$ cat config.mk
export PLATFORM = sky130hd
export DESIGN_NAME = ex_div
export DESIGN_NICKNAME = d
export VERILOG_FILES = /design/src/rtl/ex_div_pkg.sv /design/src/rtl/ex_div_step.sv /design/src/rtl/ex_div.sv
export SDC_FILE = /design/constraint.sdc
export NUM_CORES = 1
export LEC_CHECK = 0
export CAP_MARGIN = 20
export CORE_ASPECT_RATIO = 0.9
export CORE_MARGIN = 4
export CORE_UTILIZATION = 47
export DETAILED_ROUTE_END_ITERATION = 8
export GPL_TIMING_DRIVEN = 0
export HOLD_SLACK_MARGIN = 0.1
export PLACE_DENSITY_LB_ADDON = 0.3
export SLEW_MARGIN = 0
export SYNTH_ARGS = -nofsm -noshare
export SYNTH_HDL_FRONTEND = slang
export SYNTH_SLANG_ARGS = --single-unit
$ cat constraint.sdc
create_clock -name clk -period 5.9 [get_ports clk]
set_input_delay 1.475 -clock clk [delete_from_list [all_inputs] [get_ports clk]]
set_output_delay 1.475 -clock clk [all_outputs]
set_load 0.02 [all_outputs]
$ cat src/rtl/ex_div_pkg.sv
// Shared encodings for the EX-stage divider: FSM states and the
// handshake/stall levels exchanged with EX and the pipeline controller.
package ex_div_pkg;

    // Divider FSM states
    typedef enum logic [1:0] {
        DIV_FREE    = 2'b00,
        DIV_BY_ZERO = 2'b01,
        DIV_ON      = 2'b10,
        DIV_END     = 2'b11
    } div_state_e;

    // Result handshake levels
    localparam logic DIV_RESULT_READY     = 1'b1;
    localparam logic DIV_RESULT_NOT_READY = 1'b0;

    // Request levels on start_i
    localparam logic DIV_START = 1'b1;
    localparam logic DIV_STOP  = 1'b0;

    // Stall request levels towards the pipeline controller
    localparam logic STOP    = 1'b1;
    localparam logic NO_STOP = 1'b0;

    // Active reset level
    localparam logic RST_ENABLE = 1'b1;

endpackage

$ cat src/rtl/ex_div_step.sv
// One restoring radix-2 iteration: shift {partial remainder, dividend}
// left by one, subtract the divisor when it fits, and shift the resulting
// quotient bit into the LSB of the dividend register. After WIDTH steps the
// dividend register holds the quotient and the partial remainder holds the
// remainder.
module ex_div_step #(
    parameter int WIDTH = 32
) (
    input  logic [WIDTH-1:0] part_rem,
    input  logic [WIDTH-1:0] dividend,
    input  logic [WIDTH-1:0] divisor,
    output logic [WIDTH-1:0] part_rem_next,
    output logic [WIDTH-1:0] dividend_next
);

    // The shifted remainder needs one extra bit: it can reach 2*divisor-1.
    logic [WIDTH:0] shifted;
    logic           fits;

    // Compare/subtract/shift for a single quotient bit
    always_comb begin
        shifted = {part_rem, dividend[WIDTH-1]};
        fits    = (shifted >= {1'b0, divisor});
        if (fits) begin
            part_rem_next = shifted[WIDTH-1:0] - divisor;
        end else begin
            part_rem_next = shifted[WIDTH-1:0];
        end
        dividend_next = {dividend[WIDTH-2:0], fits};
    end

endmodule

$ cat src/rtl/ex_div.sv
// Multi-cycle DIV/DIVU/REM/REMU unit for the EX stage. Works on operand
// magnitudes one bit per cycle and fixes up the signs on the final
// iteration; quotient and remainder are presented together with ready_o.
module ex_div
    import ex_div_pkg::*;
#(
    parameter int WIDTH = 32,
    parameter int CNT_W = 6
) (
    input  logic             clk,
    input  logic             rst,
    input  logic             start_i,
    input  logic             annul_i,
    input  logic             signed_i,
    input  logic [WIDTH-1:0] opdata1_i,
    input  logic [WIDTH-1:0] opdata2_i,
    output logic [WIDTH-1:0] quot_o,
    output logic [WIDTH-1:0] rem_o,
    output logic             ready_o,
    output logic             stallreq_o
);

    div_state_e       state_reg, state_next;
    logic [CNT_W-1:0] cnt_reg;
    logic [WIDTH-1:0] prem_reg, dvd_reg, dvs_reg;
    logic [WIDTH-1:0] prem_next, dvd_next;
    logic             neg_q_reg, neg_r_reg;
    logic [WIDTH-1:0] quot_reg, rem_reg;

    logic             a_neg, b_neg;
    logic [WIDTH-1:0] abs_a, abs_b;
    logic             last_iter;
    logic             div_zero;

    // Operand magnitudes; only signed ops take absolute values
    assign a_neg     = signed_i & opdata1_i[WIDTH-1];
    assign b_neg     = signed_i & opdata2_i[WIDTH-1];
    assign abs_a     = a_neg ? -opdata1_i : opdata1_i;
    assign abs_b     = b_neg ? -opdata2_i : opdata2_i;
    assign div_zero  = (opdata2_i == '0);
    assign last_iter = (cnt_reg == CNT_W'(WIDTH - 1));

    ex_div_step #(.WIDTH(WIDTH)) u_step (
        .part_rem      (prem_reg),
        .dividend      (dvd_reg),
        .divisor       (dvs_reg),
        .part_rem_next (prem_next),
        .dividend_next (dvd_next)
    );

    // FSM state register
    always_ff @(posedge clk) begin
        if (rst == RST_ENABLE) begin
            state_reg <= DIV_FREE;
        end else begin
            state_reg <= state_next;
        end
    end

    // Next-state logic; annul wins over everything, including a new start
    always_comb begin
        state_next = state_reg;
        if (annul_i) begin
            state_next = DIV_FREE;
        end else begin
            unique case (state_reg)
                DIV_FREE: begin
                    if (start_i == DIV_START) begin
                        state_next = div_zero ? DIV_BY_ZERO : DIV_ON;
                    end
                end
                DIV_BY_ZERO: state_next = DIV_END;
                DIV_ON:      state_next = last_iter ? DIV_END : DIV_ON;
                DIV_END: begin
                    if (start_i == DIV_STOP) begin
                        state_next = DIV_FREE;
                    end
                end
                default:     state_next = DIV_FREE;
            endcase
        end
    end

    // Handshake outputs: ready while holding a result, stall while waiting
    always_comb begin
        ready_o    = (state_reg == DIV_END) ? DIV_RESULT_READY : DIV_RESULT_NOT_READY;
        stallreq_o = ((start_i == DIV_START) && (state_reg != DIV_END) && !annul_i)
                     ? STOP : NO_STOP;
    end

    // Datapath: latch operands at start, iterate, register the final result.
    // An annulled cycle changes nothing so the visible outputs keep their value.
    always_ff @(posedge clk) begin
        if (rst == RST_ENABLE) begin
            cnt_reg   <= '0;
            prem_reg  <= '0;
            dvd_reg   <= '0;
            dvs_reg   <= '0;
            neg_q_reg <= 1'b0;
            neg_r_reg <= 1'b0;
            quot_reg  <= '0;
            rem_reg   <= '0;
        end else if (!annul_i) begin
            unique case (state_reg)
                DIV_FREE: begin
                    if (start_i == DIV_START && !div_zero) begin
                        dvd_reg   <= abs_a;
                        dvs_reg   <= abs_b;
                        neg_q_reg <= a_neg ^ b_neg;
                        neg_r_reg <= a_neg;
                        prem_reg  <= '0;
                        cnt_reg   <= '0;
                    end
                end
                DIV_BY_ZERO: begin
                    quot_reg <= '1;
                    rem_reg  <= opdata1_i;
                end
                DIV_ON: begin
                    prem_reg <= prem_next;
                    dvd_reg  <= dvd_next;
                    cnt_reg  <= cnt_reg + CNT_W'(1);
                    if (last_iter) begin
                        quot_reg <= neg_q_reg ? -dvd_next : dvd_next;
                        rem_reg  <= neg_r_reg ? -prem_next : prem_next;
                    end
                end
                default: begin
                end
            endcase
        end
    end

    assign quot_o = quot_reg;
    assign rem_o  = rem_reg;

endmodule
Yosys cells after proc, flatten, opt, wreduce, memory -nomap -nowiden
Cells that the tools add are included. W data, S select, Z words.

Add/subtract/negate cells: 6. Reduce and logical (&&, ||, !) cells: 14. Eq/ne operators: 9. Magnitude comparators: 1. Mux-type cells: 22. Bitwise gates (word level): 4.

Operators by type and width (count): $mux W32 (9); $pmux W32 S2 (4); $neg A32 Y32 (4); $ge A33 B32 Y1 (1); $logic_not A32 Y1 (1); $sub A32 B32 Y32 (1); $pmux W6 S2 (1); $ne A2 B2 Y1 const B (5); $reduce_and A3 Y1 (3); $pmux W2 S4 (1); $add A6 B1 Y6 const B (1); $eq A6 B5 Y1 const B (1); $mux W2 (3); $mux W6 (1); $eq A2 B2 Y1 const B (2); $reduce_bool A2 Y1 (2); $logic_and A1 B1 Y1 (3); $mux W1 (3); $and A1 B1 Y1 (2); $eq A2 B1 Y1 const B (1); $logic_not A1 Y1 (2); $logic_not A2 Y1 (1); $reduce_and A2 Y1 (1); $reduce_or A2 Y1 (1); 2 further kinds (2).

Flip-flop bits (word level): 170. Bits of input ports: 69. Logic and storage cells: 65.

Depth between registers and ports, before layout
Gate-level depths: netlist of the first run.

Depth after elaboration: 6. Mapped depth: 24. Gate-level depth less buffers: 20.

Modules after synthesis
A second synthesis of the first run with hierarchy kept.

Cell total of the unflattened synthesis: 1551. Area, all modules: 12065.3 µm².

Modules (own cells, without submodules): ex_div (area an instance 9494.1 µm², instances 1, cells each 1196); ex_div_step (area an instance 2571.2 µm², instances 1, cells each 355).

Worst setup path before layout of the first run
Ideal clock, no wire load.

Kind: register to register. Start point: register dvs_reg[22]. End point: register rem_reg[30] (netlist: rem_o[30]). Setup slack: 1.036 ns. Arrival: 4.784 ns. Clock period less this slack: 4.864 ns. Cell stages (with the launch flop): 25. Path buffers: 4. Path through: dfxtp_1 inv_1 ha_1 buf_6 a21oi_4 o21ai_2 a221o_1 a221o_1 a311o_1 o21a_4 inv_6 buf_2 buf_2 buf_2 nor2_1 a21oi_1 ha_1 nand2_1 nor4b_1 nand4_1 o22ai_1 and3_1 nand3_1 or3_1 a41oi_1.

Word-level cells in the longest chain between the ends: 6. Elaborated cells between the ends (all ways): 7.

Ends and longest elaborated chain: start: declaration (RTL line ex_div.sv:25) `logic [WIDTH-1:0] prem_reg, dvd_reg, dvs_reg;`; start signal: assignment (RTL line ex_div.sv:108) `dvs_reg <= abs_b;`; $sub A32 B32 Y32 / $ge A33 B32 Y1 (equally long branches) (RTL line ex_div_step.sv:25, ex_div_step.sv:23); $mux W32 (*) (RTL line ex_div_step.sv:24) `if (fits) begin`; $neg A32 Y32 (RTL line ex_div.sv:125) `rem_reg <= neg_r_reg ? -prem_next : prem_next;`; $mux W32 (*) (RTL line ex_div.sv:125); $mux W32 (*) (RTL line ex_div.sv:123) `if (last_iter) begin`; $pmux W32 S2 (*) (RTL line ex_div.sv:104) `unique case (state_reg)`; end signal: assignment (RTL line ex_div.sv:117) `rem_reg <= opdata1_i;`; end signal: assignment (RTL line ex_div.sv:125); end: declaration (RTL line ex_div.sv:28) `logic [WIDTH-1:0] quot_reg, rem_reg;`.

Mark *: on every way between the ends. The rest lies on a longest branch, timed or not. The select of a mux whose other input is x is not followed. A chain may end at the register's enable or synchronous reset.

Final worst setup path of the first run
Start point: register prem_reg[21]. End point: register rem_reg[30] (netlist: rem_o[30]).

Word-level cells in the longest chain between the ends: 6. Elaborated cells between the ends (all ways): 7.

Ends and longest elaborated chain: start: declaration (RTL line ex_div.sv:25); start signal: assignment (RTL line ex_div.sv:120) `prem_reg <= prem_next;`; $sub A32 B32 Y32 / $ge A33 B32 Y1 (equally long branches) (RTL line ex_div_step.sv:25, ex_div_step.sv:23); $mux W32 (*) (RTL line ex_div_step.sv:24); $neg A32 Y32 (RTL line ex_div.sv:125); $mux W32 (*) (RTL line ex_div.sv:125); $mux W32 (*) (RTL line ex_div.sv:123); $pmux W32 S2 (*) (RTL line ex_div.sv:104).

Marks and branches as above.

==> results of run 1 <==
## cells by family (layout without fill, tap and decap cells)
family          after synthesis  after routing  share of synthesized area
simple gates                638            638                      0.236
compound gates              463            463                      0.247
flops                       170            170                      0.281
buf+inv                     169            331                     0.0582
xor+xnor                    139            139                      0.100
fa+ha+maj                    42             42                     0.0439
mux                          39             39                     0.0335
## power by group
group	switching, mW	leakage (nW)	internal, mW	total [mW]
Combinational	0.517	3.57	0.295	0.812
Sequential	0.0335	1.38	1.18	1.22
Clock	0.524	0.284	0.639	1.16
## worst max-delay path, cell delays in order, from the launching register on
cell and delay, ns:
dfxtp_1 0.44, ha_1 0.28, buf_6 0.14, a21oi_4 0.14
o21ai_2 0.10, a221o_1 0.31, a221o_1 0.39, a311o_1 0.35
o21a_4 0.28, inv_6 0.11, buf_2 0.22, buf_4 0.22
buf_4 0.25, nor2_1 0.07, a21oi_1 0.20, ha_2 0.29
nand2_1 0.13, nor4b_4 0.27, nand4_1 0.23, o22ai_4 0.27
and3_1 0.25, nand3_1 0.11, or3_1 0.38, a41oi_1 0.21
## worst paths after layout
path	from	end	slack, ns
hold reg to reg	dvs_reg[31]	dvs_reg[31]	0.46
setup reg to reg	prem_reg[21]	rem_o[30]	0.19
hold / removal	dvs_reg[31]	dvs_reg[31]	0.46
setup / recovery	prem_reg[21]	rem_o[30]	0.19
## per-stage QoR
| stage | cells | TNS, ns | util | setup WS, ns |
|---|---|---|---|---|
| floorplan | 1660 | 0 | - | 1.04 |
| global placement | 2135 | -0.945 | 0.550 | -0.380 |
| detailed placement | 2135 | -1.24 | 0.550 | -0.411 |
| CTS | 2167 | 0 | 0.574 | 0.0583 |
| global route | 2164 | 0 | 0.575 | 0.000146 |
| finish | 2164 | 0 | 0.575 | 0.194 |
## timing repair
action,CTS,global route
gates resized for setup,5,11
endpoints found under the setup margin,10,9
pin swaps,0,2
gates cloned,0,0
## cells in the mapped netlist, types with 16 or more instances
library cell    n  area share
nor3_1         53       0.022
o41ai_1        18       0.013
xor2_1         82       0.059
nand3_1        42       0.017
a21oi_1       145       0.060
a211oi_1       82       0.051
xnor2_1        57       0.041
or3_1          20       0.010
o21ai_0        92       0.038
inv_1          62       0.019
mux2i_1        32       0.026
clkbuf_1       88       0.027
nand2_1       229       0.071
ha_1           41       0.042
nor2_1        196       0.061
nor4_1         16      0.0083
o31ai_1        20       0.012
dfxtp_1       170        0.28
## metal layers
| layer | part of all wire | track usage |
|---|---|---|
| met4 | 0.025 | 0.0910 |
| met3 | 0.10 | 0.0668 |
| met5 | 0 | 0 |
| met2 | 0.43 | 0.454 |
| met1 | 0.45 | 0.438 |
## cell type report
| cell class | count | area [um^2] |
|---|---|---|
| well taps | 342 | 428 |
| fillers | 2391 | 10700 |
| plain buffers | 103 | 463 |
| clock buffers | 19 | 443 |
| repair buffers | 133 | 1330 |
| multi-input cells | 1321 | 8070 |
| inverters | 63 | 241 |
| clock inverters | 13 | 143 |
| flip-flops and latches | 170 | 3400 |
==> reports/summary.md, run 1 <==
- **status** finished, final reports clean
- **CP Max Fanout** 10
- **number of buffers inserted by post-CTS setup repair** 0
- **count of state elements after synthesis** 170
- **max_cap viols** 0
- **detailed-route wire length** 44400 um
- **ratio of routed vias to standard cells** 6.04
- **minimum clock period** 5.71 ns
- **setup violators final** 0
- **launching element type of the critical path** flip-flop
- **share of final-layout standard cells stronger than drive strength 1** 0.0510
- **drc violations** 0
- **total via count after detailed routing** 13062
- **Worst Hold Margin** 0.457 ns
- **total iterations of the first detailed-routing run** 5
- **Mapped Avg Cell Area** 7.31 um^2
- **total non-filler cell area in the finished layout** 0.0145 mm^2
- **Root Buffer Master** clkbuf_16
- **Worst Hold Depth** 2
- **Final Net Count** 1920
- **Iter 0 DRT Violations** 1450
- **pins over their slew limit** 0
- **worst hold path type** reg -> reg
- **Peak Freq** 175 MHz
- **die height** 160 um
- **Slew Limit Headroom** 0.337
- **I/O pins** 135
- **crit share post-route** 0.967
- **number of buffer cells added on primary ports** 133
- **FF-to-FF path depth** 23
- **PnR Total Power** 3.19 mW
- **DPL Wire Length** 35200 um
- **nature of the critical path endpoint** flip-flop
- **initial core utilization** 0.480
- **wire length of the first global-routing pass** 68800 um
- **data required time of the worst path** 6.27 ns
- **clk_skew** 0.0121 ns
- **clock latency at the later pin of the worst-skew pair** 0.45 ns
- **antenna violations before repair** 0
- **setup repair after global routing missed its margin** false
- **commonest cells after routing, fill and taps aside** nand2_1 (228), nor2_1 (196), dfxtp_1 (170)
- **net count after synthesis** 1771
- **PwrDens** 220 mW/mm^2
- **placed instance area** 0.0139 mm^2
- **number of flops mapped to enable cells by yosys** 0
- **std cell rows** 55
- **count of synthesis-stage warnings from yosys** 0
- **Core Footprint** 0.0253 mm^2
- **number of distinct library cells after synthesis** 77
- **proportion of synthesized chip area in sequential cells** 0.281
- **maximum count of clock buffers along a single path** 2
- **number of inserted diodes** 0
- **actual slew at the worst max-slew pin** 0.995 ns
- **fraction of registers with async set/reset** 0
- **commonest non-fill, non-tap cell in the layout** nand2_1
- **Fin. Hold Viols** 0
- **global placer's final weighted congestion** 0.973
- **clock-pin slew reported for the worst setup and hold paths after clock tree synthesis** 0.07 ns
- **CTS tree** built
- **CTS H-Tree Depth** 4
- **vias in the first global route** 12103
- **CTS sink count** 170
- **most common flop cell mapped by yosys** dfxtp_1
- **Antenna Nets Post-Route** 0
- **area growth from synthesis to layout** 19.7%
- **number of CTS-inserted buffers** 17
- **Data arrival, critical path** 6.08 ns
- **Gate Count Post-Synth** 1660
- **maximum vdd drop** 220 uV
- **DR WL/cell** 20.5 um
- **quantity of hold-fixing buffers added after cts** 0
- **mapped cell area** 0.0121 mm^2
- **die width** 177 um
- **P_leak** 5.23 nW
- **remaining global-route overflow** 0
- **class of the most critical setup path** reg -> reg
- **maximum number of pins on one net before global-route repair** 17
- **global router's overall resource usage** 0.304
- **Die Footprint** 0.0284 mm^2
Note: power is estimated with default switching activity, not from simulation.
==> run 2, diff against run 1 <==
--- a/config.mk
+++ b/config.mk
@@ -10,7 +10,7 @@
 export CORE_MARGIN = 4
 export CORE_UTILIZATION = 47
 export DETAILED_ROUTE_END_ITERATION = 8
-export GPL_TIMING_DRIVEN = 0
+export GPL_TIMING_DRIVEN = 1
 export HOLD_SLACK_MARGIN = 0.1
 export PLACE_DENSITY_LB_ADDON = 0.3
 export SLEW_MARGIN = 0
==> run 2 against run 1 <==
  * Clock-buffer cell count decreased by 1
  * Non-clock buffer count is 87 lower
  * Cell count is 4.0% lower
  * Hold slack better by 0.013 ns
  * Register-to-register slack gained 0.26 ns
  * Highest routed layer unchanged
==> reports/summary.md, run 2 (synthesized netlist as in run 1, its figures left out) <==
- **status** finished, final reports clean
- **Core Footprint** 0.0253 mm^2
- **Peak Freq** 184 MHz
- **Final Net Count** 1833
- **CTS H-Tree Depth** 4
- **actual slew at the worst max-slew pin** 1.05 ns
- **worst setup slack after placement** 0.644 ns
- **number of buffers inserted by post-CTS setup repair** 0
- **quantity of hold-fixing buffers added after cts** 0
- **clock latency at the later pin of the worst-skew pair** 0.44 ns
- **class of the most critical setup path** reg -> reg
- **I/O pins** 135
- **die width** 177 um
- **drc violations** 0
- **setup repair after global routing missed its margin** false
- **maximum vdd drop** 183 uV
- **commonest non-fill, non-tap cell in the layout** nand2_1
- **number of inserted diodes** 0
- **share of final-layout standard cells stronger than drive strength 1** 0.0530
- **vias in the first global route** 11325
- **Worst R2R Start** dvs_reg[3]
- **Die Footprint** 0.0284 mm^2
- **global placer's final weighted congestion** 0.916
- **maximum count of clock buffers along a single path** 2
- **register-to-register setup slack** 0.45 ns
- **final sum of negative setup slack** 0 ns
- **Root Buffer Master** clkbuf_16
- **wire length of the first global-routing pass** 60100 um
- **PwrDens** 219 mW/mm^2
- **minimum clock period** 5.45 ns
- **utilization after layout** 0.562
- **Worst Hold Margin** 0.470 ns
- **CTS sink count** 170
- **worst hold path endpoint** dvs_reg[31]
- **DR WL/cell** 18.0 um
- **CP Max Fanout** 20
- **number of CTS-inserted buffers** 17
- **Data arrival, critical path** 5.80 ns
- **die height** 160 um
- **Worst Hold Depth** 2
- **global router's overall resource usage** 0.257
- **max_cap viols** 0
- **total via count after detailed routing** 12175
- **Hold Crit Start** dvs_reg[31]
- **crit share post-route** 0.923
- **Fin. Hold Viols** 0
- **Iter 0 DRT Violations** 1151
- **pins over their slew limit** 0
- **commonest cells after routing, fill and taps aside** nand2_1 (229), nor2_1 (194), dfxtp_1 (170)
- **number of buffer cells added on primary ports** 134
- **total non-filler cell area in the finished layout** 0.0142 mm^2
- **Reg2Reg Capture Point** rem_o[30]
- **DPL Wire Length** 28000 um
- **maximum number of pins on one net before global-route repair** 87
- **remaining global-route overflow** 0
- **number of gates resized after cts** 0
- **Final Worst Setup Slack** 0.454 ns
- **clk_skew** 0.0142 ns
- **detailed-route wire length** 37500 um
- **P_leak** 5.14 nW
- **antenna violations before repair** 0
- **worst hold path type** reg -> reg
- **total iterations of the first detailed-routing run** 8
- **launching element type of the critical path** flip-flop
- **area growth from synthesis to layout** 17.0%
- **std cell rows** 55
- **data required time of the worst path** 6.26 ns
- **CTS tree** built
- **setup violators final** 0
- **Slew Limit Headroom** 0.301
- **ratio of routed vias to standard cells** 5.86
- **FF-to-FF path depth** 19
- **clock-pin slew reported for the worst setup and hold paths after clock tree synthesis** 0.08 ns
- **nature of the critical path endpoint** flip-flop
- **placed instance area** 0.0136 mm^2
- **Antenna Nets Post-Route** 0
- **initial core utilization** 0.480
==> run 2: final cells by class <==
type | count | area (um^2)
clock buffers | 18 | 439
clock inverters | 14 | 149
fillers | 2406 | 11100
inverters | 63 | 241
multi-input cells | 1321 | 8060
flip-flops and latches | 170 | 3400
well taps | 342 | 428
repair buffers | 149 | 1470
==> run 2: stage by stage <==
| step | std cells | power [mW] |
|---|---|---|
| after CTS | 2076 | 3.10 |
| after global routing | 2077 | 3.24 |
| after global placement | 2044 | 1.97 |
| after floorplan | 1660 | 1.75 |
| final | 2077 | 3.11 |
| after detailed placement | 2044 | 1.98 |
==> run 2: power breakdown <==
part           switching, mW  total (mW)  leakage, nW  internal [mW]
Clock                  0.563        1.14        0.286          0.578
Combinational          0.463       0.748         3.47          0.285
Sequential            0.0353        1.22         1.38           1.18
Total                   1.06        3.11         5.14           2.05
==> run 2: routing by layer <==
| metal | routed length [um] | track usage |
|---|---|---|
| met1 | 17100 | 0.368 |
| met2 | 16900 | 0.407 |
| met3 | 2640 | 0.0362 |
| met4 | 800 | 0.0710 |
| met5 | 0 | 0 |
==> run 2: worst max path at each step <==
stage                     slack (ns)  cells after the start         start         to
after global routing            0.10                     18    dvs_reg[3]  rem_o[30]
final                           0.45                     19    dvs_reg[3]  rem_o[30]
after floorplan                 1.04                     24   dvs_reg[22]  rem_o[30]
after CTS                       0.62                     19    dvs_reg[3]  rem_o[30]
after detailed placement        0.64                     19  prem_reg[21]  rem_o[30]
after global placement          0.68                     19  prem_reg[21]  rem_o[30]
==> run 2: critical path, cell delays in order, from the launching register on <==
cell and delay (ns):
dfxtp_1 0.31, inv_1 0.11, ha_1 0.47, nand3_1 0.17, o21bai_1 0.21, a21oi_1 0.43, o21ai_0 0.30, a21oi_2 0.29
o21a_4 0.25, inv_6 0.10, a21oi_1 0.24, ha_1 0.30, nand2_1 0.10, nor4b_1 0.48, nand4_1 0.24, o22ai_1 0.42
and3_1 0.25, nand3_1 0.10, or3_1 0.38, a41oi_1 0.20
